--- src/rtl/blur_pkg.sv ---
// -----------------------------------------------------------------------------
// blur_pkg
// Definitions shared by the Gaussian blur accelerator and its testbenches:
// writer state encoding, the 32-bit result word type, the default frame
// geometry, and a width helper for sizing counters.
// -----------------------------------------------------------------------------
package blur_pkg;

  typedef enum logic [1:0] {
    ST_IDLE  = 2'd0,
    ST_RUN   = 2'd1,
    ST_FLUSH = 2'd2,
    ST_DONE  = 2'd3
  } blur_state_e;

  typedef logic [31:0] blur_word_t;

  localparam int unsigned BLUR_IMG_W = 256;
  localparam int unsigned BLUR_IMG_H = 256;

  // Bits needed to index n distinct values; never less than one bit.
  function automatic int unsigned blur_width(input int unsigned n);
    return (n <= 1) ? 1 : $clog2(n);
  endfunction

endpackage

--- src/rtl/blur_result_fifo.sv ---
// -----------------------------------------------------------------------------
// blur_result_fifo
// Small synchronous FIFO with a registered head word: head_o always holds
// the oldest stored entry, so the consumer sees the data from a flop and
// not from a read mux.
//
// Ports:
//   clk_i    clock, rising edge
//   rst_i    synchronous active-high reset (empties the FIFO, head = 0)
//   push_i   write data_i (ignored while full)
//   data_i   word to write
//   pop_i    drop the head entry (ignored while empty)
//   head_o   oldest entry (registered)
//   full_o   DEPTH entries stored
//   empty_o  no entries stored
// -----------------------------------------------------------------------------
module blur_result_fifo #(
  parameter int unsigned WIDTH = 32,
  parameter int unsigned DEPTH = 4   // power of two, >= 2
) (
  input  logic             clk_i,
  input  logic             rst_i,
  input  logic             push_i,
  input  logic [WIDTH-1:0] data_i,
  input  logic             pop_i,
  output logic [WIDTH-1:0] head_o,
  output logic             full_o,
  output logic             empty_o
);

  localparam int unsigned PTR_W = $clog2(DEPTH);
  localparam int unsigned CNT_W = PTR_W + 1;
  localparam logic [CNT_W-1:0] FULL_CNT = CNT_W'(DEPTH);

  logic [WIDTH-1:0] mem_q [DEPTH];
  logic [PTR_W-1:0] wr_ptr_q;
  logic [PTR_W-1:0] rd_ptr_q;
  logic [PTR_W-1:0] rd_ptr_d;
  logic [CNT_W-1:0] count_q;
  logic [WIDTH-1:0] head_q;
  logic [WIDTH-1:0] head_d;
  logic             do_push;
  logic             do_pop;

  assign full_o  = (count_q == FULL_CNT);
  assign empty_o = (count_q == '0);
  assign head_o  = head_q;

  assign do_push = push_i & ~full_o;
  assign do_pop  = pop_i & ~empty_o;

  // Pointers wrap naturally because DEPTH is a power of two.
  assign rd_ptr_d = do_pop ? rd_ptr_q + 1'b1 : rd_ptr_q;

  // The next head is the slot rd_ptr_d points at; if that slot is being
  // written this same cycle (FIFO empty, or draining its last entry) the
  // incoming word bypasses the array.
  always_comb begin
    head_d = mem_q[rd_ptr_d];
    if (do_push && (wr_ptr_q == rd_ptr_d)) begin
      head_d = data_i;
    end
  end

  always_ff @(posedge clk_i) begin
    if (rst_i) begin
      for (int i = 0; i < DEPTH; i++) begin
        mem_q[i] <= '0;
      end
      wr_ptr_q <= '0;
      rd_ptr_q <= '0;
      count_q  <= '0;
      head_q   <= '0;
    end else begin
      if (do_push) begin
        mem_q[wr_ptr_q] <= data_i;
        wr_ptr_q        <= wr_ptr_q + 1'b1;
      end
      rd_ptr_q <= rd_ptr_d;
      head_q   <= head_d;
      case ({do_push, do_pop})
        2'b10:   count_q <= count_q + 1'b1;
        2'b01:   count_q <= count_q - 1'b1;
        default: count_q <= count_q;
      endcase
    end
  end

endmodule

--- src/rtl/blur_result_writer.sv ---
// -----------------------------------------------------------------------------
// blur_result_writer
// Takes the blur core's result stream, buffers it in a small FIFO and writes
// each word to a frame buffer in raster order starting at BASE_ADDR. A
// one-cycle o_done pulse follows the last accepted write of the frame.
//
// Optional feature (compile-time macro BLUR_WRITER_CHECKSUM_EN): adds
// o_checksum, the modulo-2^32 sum of all words written in the frame.
//
// Ports:
//   i_clk, i_rst     clock; synchronous active-high reset
//   i_start          arm one frame (only acted on in IDLE)
//   o_idle, o_done   idle status; end-of-frame pulse
//   i_result_vld / o_result_busy / i_result_data   result input handshake
//   o_mem_vld / i_mem_busy / o_mem_addr / o_mem_wdata  memory write port
//   o_checksum       frame checksum (macro only)
// All outputs come from registers or decode of registered state.
// -----------------------------------------------------------------------------
module blur_result_writer
  import blur_pkg::*;
#(
  parameter int unsigned IMG_W      = BLUR_IMG_W,
  parameter int unsigned IMG_H      = BLUR_IMG_H,
  parameter int unsigned ADDR_W     = 16,
  parameter int unsigned BASE_ADDR  = 0,
  parameter int unsigned FIFO_DEPTH = 4
) (
  input  logic              i_clk,
  input  logic              i_rst,
  input  logic              i_start,
  output logic              o_idle,
  output logic              o_done,
  input  logic              i_result_vld,
  output logic              o_result_busy,
  input  logic [31:0]       i_result_data,
  output logic              o_mem_vld,
  input  logic              i_mem_busy,
  output logic [ADDR_W-1:0] o_mem_addr,
  output logic [31:0]       o_mem_wdata
`ifdef BLUR_WRITER_CHECKSUM_EN
  ,
  output logic [31:0]       o_checksum
`endif
);

  localparam int unsigned FRAME = IMG_W * IMG_H;
  localparam int unsigned CNT_W = blur_width(FRAME + 1);
  localparam int unsigned COL_W = blur_width(IMG_W);
  localparam int unsigned ROW_W = blur_width(IMG_H);
  localparam logic [CNT_W-1:0]  FRAME_CNT = CNT_W'(FRAME);
  localparam logic [COL_W-1:0]  COL_LAST  = COL_W'(IMG_W - 1);
  localparam logic [ROW_W-1:0]  ROW_LAST  = ROW_W'(IMG_H - 1);
  localparam logic [ADDR_W-1:0] BASE      = ADDR_W'(BASE_ADDR);

  blur_state_e       state_q;
  logic [CNT_W-1:0]  in_cnt_q;
  logic [CNT_W-1:0]  wr_cnt_q;
  logic [COL_W-1:0]  col_q;
  logic [ROW_W-1:0]  row_q;
  logic [ADDR_W-1:0] addr_q;
  blur_word_t        fifo_head;
  logic              fifo_full;
  logic              fifo_empty;
  logic              push;
  logic              pop;

  assign o_result_busy = (state_q != ST_RUN) | fifo_full | (in_cnt_q == FRAME_CNT);
  assign push          = i_result_vld & ~o_result_busy;
  assign pop           = ~fifo_empty & ~i_mem_busy;

  assign o_idle      = (state_q == ST_IDLE);
  assign o_done      = (state_q == ST_DONE);
  assign o_mem_vld   = ~fifo_empty;
  assign o_mem_addr  = addr_q;
  assign o_mem_wdata = fifo_head;

  blur_result_fifo #(
    .WIDTH (32),
    .DEPTH (FIFO_DEPTH)
  ) u_fifo (
    .clk_i   (i_clk),
    .rst_i   (i_rst),
    .push_i  (push),
    .data_i  (i_result_data),
    .pop_i   (pop),
    .head_o  (fifo_head),
    .full_o  (fifo_full),
    .empty_o (fifo_empty)
  );

`ifdef BLUR_WRITER_CHECKSUM_EN
  logic [31:0] cksum_q;
  assign o_checksum = cksum_q;
`endif

  // Push/pop only happen in RUN/FLUSH (busy is high and the FIFO is empty
  // elsewhere), so the IDLE start branch never competes with them.
  always_ff @(posedge i_clk) begin
    if (i_rst) begin
      state_q  <= ST_IDLE;
      in_cnt_q <= '0;
      wr_cnt_q <= '0;
      col_q    <= '0;
      row_q    <= '0;
      addr_q   <= BASE;
`ifdef BLUR_WRITER_CHECKSUM_EN
      cksum_q  <= '0;
`endif
    end else begin
      if (push) begin
        in_cnt_q <= in_cnt_q + 1'b1;
      end
      if (pop) begin
        wr_cnt_q <= wr_cnt_q + 1'b1;
        addr_q   <= addr_q + 1'b1;   // wraps modulo 2^ADDR_W
        if (col_q == COL_LAST) begin
          col_q <= '0;
          row_q <= (row_q == ROW_LAST) ? '0 : row_q + 1'b1;
        end else begin
          col_q <= col_q + 1'b1;
        end
`ifdef BLUR_WRITER_CHECKSUM_EN
        cksum_q <= cksum_q + fifo_head;
`endif
      end

      case (state_q)
        ST_IDLE: begin
          if (i_start) begin
            state_q  <= ST_RUN;
            in_cnt_q <= '0;
            wr_cnt_q <= '0;
            col_q    <= '0;
            row_q    <= '0;
            addr_q   <= BASE;
`ifdef BLUR_WRITER_CHECKSUM_EN
            cksum_q  <= '0;
`endif
          end
        end
        ST_RUN: begin
          // Leave on the accept of the final pixel; the FIFO drains in FLUSH.
          if (push && (in_cnt_q == FRAME_CNT - 1'b1)) begin
            state_q <= ST_FLUSH;
          end
        end
        ST_FLUSH: begin
          if (pop && (wr_cnt_q == FRAME_CNT - 1'b1)) begin
            state_q <= ST_DONE;
          end
        end
        default: begin
          state_q <= ST_IDLE;
        end
      endcase
    end
  end

endmodule

--- config.mk ---
export PLATFORM = sky130hd
export DESIGN_NAME = blur_result_writer
export DESIGN_NICKNAME = d
export VERILOG_FILES = /design/src/rtl/blur_pkg.sv /design/src/rtl/blur_result_fifo.sv /design/src/rtl/blur_result_writer.sv
export SDC_FILE = /design/constraint.sdc
export NUM_CORES = 1
export LEC_CHECK = 0
export ABC_AREA = 1
export CAP_MARGIN = 20
export CORE_ASPECT_RATIO = 0.75
export CORE_MARGIN = 2
export CORE_UTILIZATION = 30
export CTS_CLUSTER_DIAMETER = 50
export DETAILED_ROUTE_END_ITERATION = 16
export PLACE_DENSITY_LB_ADDON = 0.3
export SYNTH_ARGS = -nofsm -noshare
export SYNTH_HDL_FRONTEND = slang
export SYNTH_HIERARCHICAL = 1
export SYNTH_SLANG_ARGS = --single-unit
--- constraint.sdc ---
create_clock -name i_clk -period 5.7 [get_ports i_clk]
set_input_delay 0.855 -clock i_clk [delete_from_list [all_inputs] [get_ports i_clk]]
set_output_delay 0.855 -clock i_clk [all_outputs]
set_load 0.03 [all_outputs]
==> Word-level counts from Yosys, hierarchy flattened <==
Memory sizes are Yosys's and may differ from the RTL's. A register that Yosys moved wholly into a read port is not among the register bits.
Index checks and enable logic that the tools add are counted.
{ "totals": {"reg_bits": 59, "latch_bits": 0, "ramBits": 128, "rom_bits": 0, "inputBits": 37, "output_inout_bits": 52, "elab_cells": 68, "n_memories": 1} }
{ "memory_table": {"columns": ["memory", "depth", "word_bits", "rd", "rd_clocked_by_memory_dff", "write_ports", "line", "rtl"], "rows": [
  ["u_fifo.mem_q", 4, 32, 1, 1, 4, "blur_result_fifo.sv:35", "logic [WIDTH-1:0] mem_q [DEPTH];"]
]} }
{ "op_classes": {"add_sub_neg": 7, "n_mul": 0, "div_mod_pow": 0, "n_lt_le_gt_ge": 0, "eq_ne": 13, "shift": 0, "mux": 23, "n_bitwise": 10, "reduce_logical": 7} }
{ "op_table": {"columns": ["op", "n"], "rows": [
  ["$mux W17", 6],
  ["$mux W16", 3],
  ["$add A17 B1 Y17 const B", 2],
  ["$eq A17 B16 Y1 const B", 2],
  ["$mux W32", 1],
  ["$reduce_or A32 Y1", 1],
  ["$eq A17 B17 Y1 const B", 1],
  ["$add A16 B1 Y16 const B", 1],
  ["$mux W2", 5],
  ["$eq A2 B2 Y1 const B", 3],
  ["$mux W1", 6],
  ["$ne A2 B2 Y1 const B", 3],
  ["$pmux W2 S3", 1],
  ["$pmux W3 S2", 1],
  ["$add A2 B1 Y2 const B", 2],
  ["$and A1 B1 Y1", 4],
  ["$eq A2 B1 Y1 const B", 2],
  ["$not A1 Y1", 4],
  ["$add A3 B1 Y3 const B", 1],
  ["$eq A3 B3 Y1 const B", 1],
  ["$logic_not A3 Y1", 1],
  ["$reduce_and A3 Y1", 1],
  ["$sub A3 B1 Y3 const B", 1],
  ["$logic_and A1 B1 Y1", 2],
  ["4 further kinds", 5]
]} }

==> Depth between registers and ports, before layout <==
Gate-level depths: netlist of run 1.
{ "depth": {"ltp_word": 11, "depth_mapped": 19, "mapped_depth_nobuf": 17} }

==> Hierarchy <==
Netlist of run 1, hierarchy kept.
{ "modules_own_cells": {"columns": ["module", "n_inst", "cells_each", "area_per_inst_um2", "seq_area_each_um2"], "rows": [
  ["blur_result_fifo", 1, 900, 7975.1, 4624.4],
  ["blur_result_writer", 1, 424, 2925.3, 1041.0]
]} }

==> Least setup slack after synthesis of run 1 <==
No wires, ideal clock.
{ "synth_timing": {"path_type": "flip-flop to flip-flop", "startpoint": "register in_cnt_q[0]", "endpoint": "memory u_fifo.mem_q[1][0], enable pin", "setup_ns": 0.466, "arrival_ns": 3.641, "required_time_ns": 5.234, "path_slack_ns": 1.593, "path_stages_with_launch": 13, "path_buffers": 1, "synth_period_minus_slack_ns": 4.107, "cell_sequence": "dfxtp_1 inv_1 ha_1 nand2_1 inv_1 nand2_1 nor2_1 nand2_2 nand3_4 inv_2 buf_6 nand2_1 o21ai_0"} }
{ "synth_lines": {"columns": ["element", "line", "rtl"], "rows": [
  ["from (decl)", "blur_result_writer.sv:56", "logic [CNT_W-1:0] in_cnt_q;"],
  ["from (signal assigned)", "blur_result_writer.sv:111", "in_cnt_q <= in_cnt_q + 1'b1;"],
  ["to (decl)", "blur_result_fifo.sv:35", null]
]} }

==> results.cfg, run 1 <==
[drt]
totalWireLength_mm = 27.9
drc = 0
drt_iter0_drc = 638
via_per_inst = 4.58
drtPass1Iterations = 5
ant_nets = 0
wl_per_cell_um = 14.9
vias = 8595

[timing]
worstMarginPinSlew_ps = 1050
setup_ws_ps = 2140
period_minus_slack_ps = 3560
rsz0062_at_grt = false
maxSlewViolCount = 0
post-route-period-util_pct = 62.5
setup_violations = 0
skew_ps = 11.8
fmax_mhz = 281
max_slew_margin_pct = 29.7
hold_viol_final = 0
tns_ps = 0

[job]
maxCapViolations = 0

[floorplan]
core_um2 = 35800
die_w_um = 224
fp.dieArea_um2 = 37900
ioPinCount = 89
die_h_um = 169
rows = 60
start_util_pct = 30.4

[global_route]
grt_pass1_wl_mm = 44.0
track_usage_pct = 14.7
grt_pass1_vias = 8215
antenna_found_initial = 0
overflow = 0
grt_max_degree = 68

[placed_design]
pre_cts_ws_ps = 1600
io_buffers = 88
place_congestion = 0.802
hpwl_mm = 16.4

[pwr]
finalPower_mw = 4.30
p_leak_nw = 5.33
power_density_nw_per_um2 = 330
ir_drop_mv = 0.181

[min_path]
min_to = wr_cnt_q[7]
holdCritPathClass = register to register
holdCritStartpoint = wr_cnt_q[7]
whs_path_depth = 2

[synthesis]
syn-cell-area_um2 = 10900
yosysTopAreaCell = edfxtp_1
synth_top_area_share_pct = 35.3
avgSynthCellArea_um2 = 8.23
ys_seq_area_share_pct = 52.0
netlist_top_cells_area = edfxtp_1, dfxtp_1, nor2_1, nand2_1, inv_1
synthDistinctLibCells = 43
ys_ff_latch = 219
syn_inst = 1324
synthesis.nets = 1374
yosys_warnings = 6

[cells_and_area]
syn_to_final_growth_pct = 19.5
layout_commonest_cell = nor2_1
drive_gt1_share_pct = 7.43
fin_nets = 1443
final_cell_mix = nor2_1, nand2_1, inv_1
diodes = 0

[worst_setup_path]
required_ps = 6120
critPathCaptureType = register
reg2reg_from = in_cnt_q[0]
start_kind = input port
critPathKind = input port to register
critPathMaxFanout = 41
crit_arrival_ps = 3980
reg2reg_setup_slack_ps = 2210
r2r_end = u_fifo/mem_q[3][25]
r2r_cells = 14

[clock_tree]
htree_num_levels = 1
cts_tree = yes
cts_buffers = 26
cts_root_buf = clkbuf_16
cts.hold.buffers_added = 0
clk_pin_slew_ps = 60
ctsLongestPathBuffers = 3
cts_setup_buffers = 0
cts_sinks = 219
cts_resized = 0
clk_latency_ps = 540

[run_status]
outcome = finished clean
## cells in the mapped netlist, drive strengths merged
| cell | number |
|---|---|
| nor2 | 275 |
| nand2 | 251 |
| inv | 208 |
| edfxtp | 128 |
| nand3 | 122 |
| dfxtp | 91 |
| nand3b | 64 |
| buf | 46 |
| a21oi | 33 |
| o21ai | 32 |
| nor3 | 14 |
| clkbuf | 13 |
| ha | 12 |
| nand4 | 12 |
| xnor2 | 6 |
| xor2 | 5 |
| nor3b | 2 |
| nor4 | 2 |
| o21bai | 2 |
| a22oi | 1 |
| and2 | 1 |
| and3 | 1 |
| fa | 1 |
| o211ai | 1 |
| o22ai | 1 |
## metrics by stage
stage | cells | utilization [%] | hold WS (ps) | cell area, um2
after global placement | 1830 | 34.0 | 467 | 12200
final | 1878 | 36.4 | 482 | 13000
after detailed placement | 1830 | 34.0 | 476 | 12200
after global routing | 1878 | 36.4 | 523 | 13000
after CTS | 1878 | 36.4 | 485 | 13000
after floorplan | 1324 | - | 442 | 10900
## area by class of cell
cell class              instances  area, um2
clock inverters                 8        105
well taps                     465        582
flip-flops and latches        219       5670
fillers                      3694      22800
clock buffers                  40        764
multi-input cells             838       4160
inverters                     208        783
repair buffers                100        971
## worst max-delay path: stages
cell and delay (ps):
clkdlybuf4s50_1 600, inv_2 830, nand4_2 320, nand2_2 180
inv_2 50, nor2_4 790, nand3_1 170, nand2_1 110
nor2_1 60
## cells by family after synthesis
logic type               Yosys count  share of synthesized area (%)
AO/OA/AOI/OAI                     70                           3.35
XOR/XNOR                          11                          0.884
flip-flops                       219                           52.0
AND/OR/NAND/NOR                  744                           32.0
buffers and inverters            267                           10.2
adder cells (fa/ha/maj)           13                           1.56
## flip-flops by register name (all words and copies together), names as in the netlist, 3 cells and up
register        cells
u_fifo/mem_q      128
in_cnt_q           17
o_mem_addr         16
u_fifo/head_o      32
wr_cnt_q           17
u_fifo/count_q      3
## report_power, final
group | internal [mW] | switching [mW] | total [mW]
registers | 1.84 | 0.0539 | 1.89
clock network | 1.02 | 0.668 | 1.69
logic | 0.233 | 0.484 | 0.717
total | 3.09 | 1.21 | 4.30
## layer usage
| metal | wire, um | vias to the layer above | GRT usage, % | part of all wire (%) |
|---|---|---|---|---|
| li1 | - | 4336 | - | - |
| met1 | 13700 | 4026 | 20.8 | 49 |
| met2 | 12300 | 199 | 23.2 | 44 |
| met3 | 1480 | 34 | 2.78 | 5.3 |
| met4 | 487 | 0 | 3.68 | 1.7 |
| met5 | 0 | - | 0 | 0 |
## worst max path at each step
stage                      from                  to  slack (ps)
floorplan           in_cnt_q[0]  u_fifo/mem_q[1][0]        1590
global placement          i_rst    u_fifo/head_o[8]        1630
detailed placement   i_mem_busy   u_fifo/head_o[30]        1600
CTS                  i_mem_busy   u_fifo/head_o[30]        2160
global route         i_mem_busy    u_fifo/head_o[2]        1860
finish                    i_rst    u_fifo/head_o[3]        2140
Note: power is estimated with default switching activity, not from simulation.
==> run 2: changes to the inputs <==
- clock period: 5.7 -> 2.96 ns (I/O delays scaled with it)
==> results.cfg, run 2 (synthesis results as in run 1) <==
[run_status]
outcome = finished clean

[floorplan]
die_w_um = 224
ioPinCount = 89
die_h_um = 169
rows = 60
start_util_pct = 30.4
core_um2 = 35800
fp.dieArea_um2 = 37900

[timing]
skew_ps = 20.7
worstMarginPinSlew_ps = 491
period_minus_slack_ps = 2690
setup_ws_ps = 272
max_slew_margin_pct = 67.2
tns_ps = 0
post-route-period-util_pct = 90.8
fmax_mhz = 372
setup_violations = 0
maxSlewViolCount = 0
rsz0062_at_grt = false
hold_viol_final = 0

[placed_design]
dp.cells = 1849
place_congestion = 0.813
pre_cts_ws_ps = 418
hpwl_mm = 17.9
io_buffers = 88

[drt]
via_per_inst = 4.55
totalWireLength_mm = 28.0
drc = 0
drtPass1Iterations = 5
wl_per_cell_um = 14.8
drt_iter0_drc = 503
ant_nets = 0
vias = 8631

[cells_and_area]
largest_reg_flops = 128
final_cells = 1897
fin_nets = 1463
final_cell_mix = nor2_1, nand2_1, inv_1
largest_register = u_fifo/mem_q
drive_gt1_share_pct = 8.73
diodes = 0
ff_latch_area_um2 = 5670
fillers = 3664
layout_commonest_cell = nor2_1
syn_to_final_growth_pct = 21.4
multi_input_area_um2 = 4160

[worst_setup_path]
critPathKind = register to output port
reg2reg_from = in_cnt_q[0]
slowest_delay_ps = 660
cp_slowest_cell = clkdlybuf4s50_1
critical_path.cell_chain = inv_1 -> ha_1 -> nand2_1 -> inv_1 -> nand2_1 -> nor2_1 -> nand2_2 -> nand2_1 -> clkdlybuf4s50_1
reg2reg_setup_slack_ps = 410
critPathMaxFanout = 6
crit_top_cell = nand2_1
start_kind = register
r2r_end = u_fifo/mem_q[3][13]
required_ps = 2520
crit_arrival_ps = 2240
r2r_cells = 14
critPathCaptureType = output port

[clock_tree]
cts_root_buf = clkbuf_16
cts_buffers = 27
cts_sinks = 219
ctsLongestPathBuffers = 3
cts_resized = 0
cts.hold.buffers_added = 0
cts_tree = yes
clk_latency_ps = 540
cts_setup_buffers = 0
htree_num_levels = 1
clk_pin_slew_ps = 60

[global_route]
grt_pass1_wl_mm = 44.4
grt_max_degree = 65
track_usage_pct = 14.7
grt_pass1_vias = 8248
overflow = 0
antenna_found_initial = 1

[pwr]
power_density_nw_per_um2 = 627
p_leak_nw = 5.44
finalPower_mw = 8.30
ir_drop_mv = 0.402

[min_path]
min_to = wr_cnt_q[7]
holdCritPathClass = register to register
whs_path_depth = 2
holdCritStartpoint = wr_cnt_q[7]

[job]
maxCapViolations = 0
[run 2: power breakdown]
part           internal, mW  switching (mW)  total [mW]  leakage (nW)
Combinational         0.492           0.944        1.44          2.96
Sequential             3.54           0.106        3.65          2.06
Clock                  1.93            1.29        3.22         0.418
Total                  5.96            2.34        8.30          5.44
[run 2: layer usage]
metal,track usage (%),vias to the layer above,part of all wire (%)
met5,0,-,0.046
met4,4.35,2,2.2
met3,2.64,42,5.4
met2,22.5,225,42
met1,21.3,3988,50
li1,-,4374,-
[run 2: cell type report]
cell class | instances | share of cell area, %
Clock buffer | 29 | 5.16
Clock inverter | 19 | 1.37
Inverter | 208 | 5.92
Multi-Input combinational cell | 838 | 31.5
Sequential cell | 219 | 42.8
Tap cell | 465 | 4.40
Timing Repair Buffer | 119 | 8.89
[run 2: critical path, delay by kind of cell, from the launching register on]
family	cells	cell delay (ps)
adder cells (fa/ha/maj)	1	150
flip-flops	1	370
buffers and inverters	3	820
AND/OR/NAND/NOR	5	360
[run 2: worst max path at each step]
stage	from	to	slack, ps
2_1_floorplan	in_cnt_q[0]	u_fifo/mem_q[1][0]	-290
5_1_grt	in_cnt_q[0]	o_result_busy	160
3_3_place_gp	i_result_vld	u_fifo/head_o[6]	460
3_5_place_dp	in_cnt_q[0]	u_fifo/mem_q[3][29]	420
4_1_cts	in_cnt_q[0]	o_result_busy	240
6_report	in_cnt_q[0]	o_result_busy	270
[run 2: per-stage QoR]
stage / hold WS, ps / utilization [%] / cell area, um2
CTS: 485 / 37.0 / 13200
global placement: 466 / 34.5 / 12400
detailed placement: 478 / 34.5 / 12400
global route: 499 / 37.0 / 13200
finish: 484 / 37.0 / 13200
floorplan: 442 / - / 10900
